===== src/rtl/store_align_buffer.sv =====
// store_align_buffer: narrows sb/sh/sw register data into replicated byte
// lanes with byte enables, queues the result and drains it to data memory.
// Misaligned or reserved-size stores are consumed, flagged and dropped.
//
// Handshake: an input transfer happens on in_valid && in_ready, an output
// transfer on out_valid && out_ready. in_ready depends on occupancy only, so
// a full buffer refuses a store even if the head drains in the same cycle.
// out_* are registered state only; no in_* input reaches them in the same
// cycle. While out_valid && !out_ready the head entry is held stable.
module store_align_buffer #(
  parameter int DEPTH = 2,
  parameter int CNT_W = $clog2(DEPTH) + 1
) (
  input  logic             clk,
  input  logic             rst,
  input  logic             in_valid,
  output logic             in_ready,
  input  logic [31:0]      in_addr,
  input  logic [31:0]      in_data,
  input  logic [1:0]       in_size,
  output logic             out_valid,
  input  logic             out_ready,
  output logic [31:0]      out_addr,
  output logic [31:0]      out_wdata,
  output logic [3:0]       out_be,
  output logic             misalign,
  output logic [31:0]      misalign_addr,
  output logic [CNT_W-1:0] count,
  output logic             empty
);

  localparam int PTR_W = $clog2(DEPTH);
  localparam logic [CNT_W-1:0] DEPTH_C = CNT_W'(DEPTH);

  // Entry storage (not reset: validity is tracked by pointers and count)
  logic [29:0] addr_mem  [DEPTH];
  logic [31:0] wdata_mem [DEPTH];
  logic [3:0]  be_mem    [DEPTH];

  logic [PTR_W-1:0] rd_ptr_q, rd_ptr_d;
  logic [PTR_W-1:0] wr_ptr_q, wr_ptr_d;
  logic [CNT_W-1:0] count_q, count_d;
  logic             misalign_q, misalign_d;
  logic [31:0]      misalign_addr_q, misalign_addr_d;

  logic [31:0] nar_wdata;
  logic [3:0]  nar_be;
  logic        nar_bad;
  logic        accept;
  logic        push;
  logic        pop;

  assign empty     = (count_q == '0);
  assign out_valid = !empty;
  assign in_ready  = (count_q < DEPTH_C);
  assign accept    = in_valid && in_ready;
  assign push      = accept && !nar_bad;
  assign pop       = out_valid && out_ready;

  assign count         = count_q;
  assign misalign      = misalign_q;
  assign misalign_addr = misalign_addr_q;

  // Lane replication, byte-enable generation and alignment check
  always_comb begin
    nar_wdata = in_data;
    nar_be    = 4'b1111;
    nar_bad   = 1'b0;
    case (in_size)
      2'b00: begin
        nar_wdata = {4{in_data[7:0]}};
        nar_be    = 4'b0001 << in_addr[1:0];
      end
      2'b01: begin
        nar_wdata = {2{in_data[15:0]}};
        nar_be    = in_addr[1] ? 4'b1100 : 4'b0011;
        nar_bad   = in_addr[0];
      end
      2'b10: begin
        nar_bad = (in_addr[1:0] != 2'b00);
      end
      default: begin
        nar_bad = 1'b1;
      end
    endcase
  end

  // Next-state for pointers, occupancy and the misalign flag
  always_comb begin
    rd_ptr_d        = rd_ptr_q;
    wr_ptr_d        = wr_ptr_q;
    count_d         = count_q;
    misalign_d      = accept && nar_bad;
    misalign_addr_d = misalign_addr_q;
    if (push) begin
      wr_ptr_d = wr_ptr_q + 1'b1;
    end
    if (pop) begin
      rd_ptr_d = rd_ptr_q + 1'b1;
    end
    case ({push, pop})
      2'b10:   count_d = count_q + 1'b1;
      2'b01:   count_d = count_q - 1'b1;
      default: count_d = count_q;
    endcase
    if (accept && nar_bad) begin
      misalign_addr_d = in_addr;
    end
  end

  // Control state registers with synchronous reset
  always_ff @(posedge clk) begin
    if (rst) begin
      rd_ptr_q        <= '0;
      wr_ptr_q        <= '0;
      count_q         <= '0;
      misalign_q      <= 1'b0;
      misalign_addr_q <= '0;
    end else begin
      rd_ptr_q        <= rd_ptr_d;
      wr_ptr_q        <= wr_ptr_d;
      count_q         <= count_d;
      misalign_q      <= misalign_d;
      misalign_addr_q <= misalign_addr_d;
    end
  end

  // Write the narrowed store into the tail slot
  always_ff @(posedge clk) begin
    if (push && !rst) begin
      addr_mem[wr_ptr_q]  <= in_addr[31:2];
      wdata_mem[wr_ptr_q] <= nar_wdata;
      be_mem[wr_ptr_q]    <= nar_be;
    end
  end

  // Head entry toward memory; zero while the buffer is empty
  always_comb begin
    out_addr  = '0;
    out_wdata = '0;
    out_be    = '0;
    if (out_valid) begin
      out_addr  = {addr_mem[rd_ptr_q], 2'b00};
      out_wdata = wdata_mem[rd_ptr_q];
      out_be    = be_mem[rd_ptr_q];
    end
  end

endmodule


===== config.mk =====
export PLATFORM = sky130hd
export DESIGN_NAME = store_align_buffer
export DESIGN_NICKNAME = d
export VERILOG_FILES = /design/src/rtl/store_align_buffer.sv
export SDC_FILE = /design/constraint.sdc
export NUM_CORES = 1
export LEC_CHECK = 0
export CELL_PAD_IN_SITES_DETAIL_PLACEMENT = 1
export CELL_PAD_IN_SITES_GLOBAL_PLACEMENT = 1
export CORE_UTILIZATION = 40
export CTS_CLUSTER_SIZE = 20
export DETAILED_ROUTE_END_ITERATION = 16
export DONT_BUFFER_PORTS = 1
export GPL_TIMING_DRIVEN = 0
export PLACE_DENSITY = 0.64
export SLEW_MARGIN = 15
export SYNTH_ARGS = -nofsm -noshare
export SYNTH_HDL_FRONTEND = slang
export SYNTH_SLANG_ARGS = --single-unit
export TNS_END_PERCENT = 100

===== constraint.sdc =====
create_clock -name clk -period 7.4 [get_ports clk]
set_clock_uncertainty 0.05 [all_clocks]
set_input_delay 0.37 -clock clk [delete_from_list [all_inputs] [get_ports clk]]
set_output_delay 0.37 -clock clk [all_outputs]
set_load 0.01 [all_outputs]

==> out/qor.csv <==
metric;value;unit
drive_gt1_share;14.4;%
cp_max_fo;10;
vias_per_cell;5.11;
die_height;135;um
reg2reg_slack;4870;ps
swShare;31.6;%
design.die.area;18300;um2
ctsResizeCount;0;
max_freq;0.395;GHz
slew_viol_final;0;
p_int;1.76;mW
wire_per_inst;21.6;um
clkSinkCount;170;
cap_violations;0;
grt_setup_unrepaired;no;
netlist.area_leader.share;55.8;%
placed_cell_area;7520;um2
cts_tree;done;
cts_made_buffers;17;
p_switching;0.815;mW
final.period_utilization;34.2;%
synthDistinctLibCells;32;
worstRegToRegCells;6;
r2r_end;wdata_mem[1][23]$_DFFE_PP_;
synth_top_cell_by_area;edfxtp_1;
postRouteAntennaNets;0;
ys.flop_type;edfxtp_1;
setup_slack;4870;ps
grt_start_max_net_pins;17;
hold_end;misalign_addr[30]$_SDFFE_PP0P_;
reg2reg_from;count[1]$_SDFFE_PP0P_;
ys_warn_count;0;
drtIter0Drc;168;
p_total;2.58;mW
avgSynthCellArea;14.1;um2
io_pins;176;
coreArea;17300;um2
setup.worst_path.class;flop to flop;
place_congestion;0.729;
cts_buffer_depth;2;
design_area;8450;um2
clkPwrFrac;32.3;%
crit_path_end_kind;flop;
path_clk_slew;60;ps
dr_wl_met3;1250;um
ir_drop;0.189;mV
via_count;4170;
arrival;2610;ps
post-cts-setup-buffers;0;
cp_cell_sequence;nor2b_1 > o21ai_2 > nor3b_2 > buf_4 > buf_4 > buf_4;
postSynth.asyncResetShare;0;%
final_util;48.8;%
worstPathRequired;7470;ps
whs_path_depth;2;
critPathLaunchType;flop;
leakagePower;2.88;nW
final-setup-viol-count;0;
grt_remaining_overflow;0;
start_util;41.1;%
path_common_cell;buf_4;
sequentialPowerShare;43.5;%
crit_path_max_incr_delay;680;ps
h-tree-depth;4;
grt_pass1_vias;4608;
routed_wl;17600;um
dpl.hpwl;12300;um
synth_seq_cells;170;
io_buffers;0;
antenna_found_initial;0;
synthToLayoutAreaGrowth;18.8;%
setup_tns;0;ps
status;finished, final reports clean;
relSlewSlack;46.2;%
cts.root.buffer_cell;clkbuf_16;
wl_met1;7180;um
synth_edf_count;132;
syn_inst;506;
clk_latency;420;ps
grt_pass1_wl;26700;um
fillerInstances;1761;
dr.pass1.iters;4;
drc_errors;0;
grt_usage;20.1;%
synth_seq_area_share;66.5;%
synthTopCellsByCount;edfxtp_1, mux2i_1, nor2_1;
powerDensity;305;nW/um2
yosysMostFrequentCell;edfxtp_1;
holdCritPathClass;primary input to flop;
cts.hold.buffers_added;38;
finalNetCount;649;
hp-start;in_addr[30];
synth.area.top_cells;edfxtp_1, mux2i_1, dfxtp_1, nand2b_1, nor2_1;
finalHoldViolCount;0;
post-place-ws;4530;ps
fp-row-count;48;
antennaDiodeCount;0;
crit_path_top_delay_cell;nor3b_2;
syn_area;7110;um2
worst_pin_slew;804;ps
period_minus_slack;2530;ps
wl_met2;9040;um
power_frac_comb;24.1;%
top_layer_used;met4;
die_w;135;um
cells in the final DEF (no fill, tap or decap), drive strengths merged:
cell type / netlist / routed
nor2b: 3 / 3
buf: 20 / 34
o21bai: 2 / 2
or2: 1 / 1
inv: 4 / 5
or3: 1 / 1
a21o: 2 / 2
conb: 1 / 2
mux2: 17 / 17
mux2i: 106 / 106
dlygate4sd3: 0 / 38
clkinvlp: 0 / 3
edfxtp: 132 / 132
bufinv: 0 / 1
a21oi: 2 / 2
nor3b: 2 / 2
dfxtp: 38 / 38
nand2: 8 / 8
clkbuf: 13 / 35
nand2b: 65 / 65
xnor2: 1 / 1
ha: 1 / 1
clkinv: 0 / 5
nor3: 2 / 2
o21ai: 11 / 11
nor2: 72 / 72
xor2: 2 / 2
worst max-delay path, delay by kind of cell, from the launching register on:
kind,cells,cell delay (ps)
buffers and inverters,3,750
AND/OR/NAND/NOR,2,900
AO/OA/AOI/OAI,1,130
flip-flops,1,400
stage by stage:
step,std cells,hold slack (ps)
3_5_place_dp,746,419
3_3_place_gp,732,419
6_report,816,59.0
5_1_grt,816,41.0
4_1_cts,816,35.5
2_1_floorplan,507,419
state kept, by name, indices dropped and copies added, names as in the netlist, named ones only:
signal / count
count: 2
misalign_addr: 32
wr_ptr_q: 1
addr_mem: 60
be_mem: 8
rd_ptr_q: 1
misalign: 1
wdata_mem: 64
worst max path at each step:
| stage | start | to | depth (start not counted) | slack, ps |
|---|---|---|---|---|
| 2_1_floorplan | in_addr[0] | addr_mem[1][0]$_DFFE_PP_ | 3 | 1210 |
| 3_3_place_gp | rst | addr_mem[1][25]$_DFFE_PP_ | 3 | -2450 |
| 3_5_place_dp | rst | wdata_mem[1][17]$_DFFE_PP_ | 6 | 4530 |
| 4_1_cts | count[1]$_SDFFE_PP0P_ | wdata_mem[1][23]$_DFFE_PP_ | 6 | 4780 |
| 5_1_grt | count[1]$_SDFFE_PP0P_ | wdata_mem[1][23]$_DFFE_PP_ | 6 | 4680 |
| 6_report | count[1]$_SDFFE_PP0P_ | wdata_mem[1][23]$_DFFE_PP_ | 6 | 4870 |
layer usage:
metal,track usage (%),vias up
met5,0,-
met4,5.37,0
met3,6.96,15
met2,34.7,135
met1,23.6,2088
li1,-,1932
logic make-up (layout without fill, tap and decap cells):
kind of cell / Yosys count / count (layout) / synth area share, %
AOI/OAI and AO/OA: 17 / 17 / 1.39
buffers and inverters: 37 / 121 / 3.03
and+or+nand+nor: 154 / 154 / 10.9
other: 1 / 2 / 0.0527
DFF: 170 / 170 / 66.5
xor gates and xnor gates: 3 / 3 / 0.370
adders and majority gates: 1 / 1 / 0.176
muxes: 123 / 123 / 17.6
final cells by class:
type                       instances  area [um2]  share of cell area [%]
buffer                            33         200                    2.37
clock buffer                      22         454                    5.38
clock inverter                    10        97.6                    1.16
inverter                           4        15.0                   0.178
multi-input combinational        300        2180                    25.8
sequential                       170        4720                    55.9
tap                              225         282                    3.33
timing repair buffer              52         493                    5.83
power groups by stage:
stage,logic [mW],clock network (mW),registers (mW)
2_1_floorplan,0.448,0,1.14
3_5_place_dp,0.610,0,1.14
4_1_cts,0.632,0.853,1.12
3_3_place_gp,0.588,0,1.15
6_report,0.621,0.833,1.12
5_1_grt,0.675,0.890,1.13
Note: power is estimated with default switching activity, not from simulation.
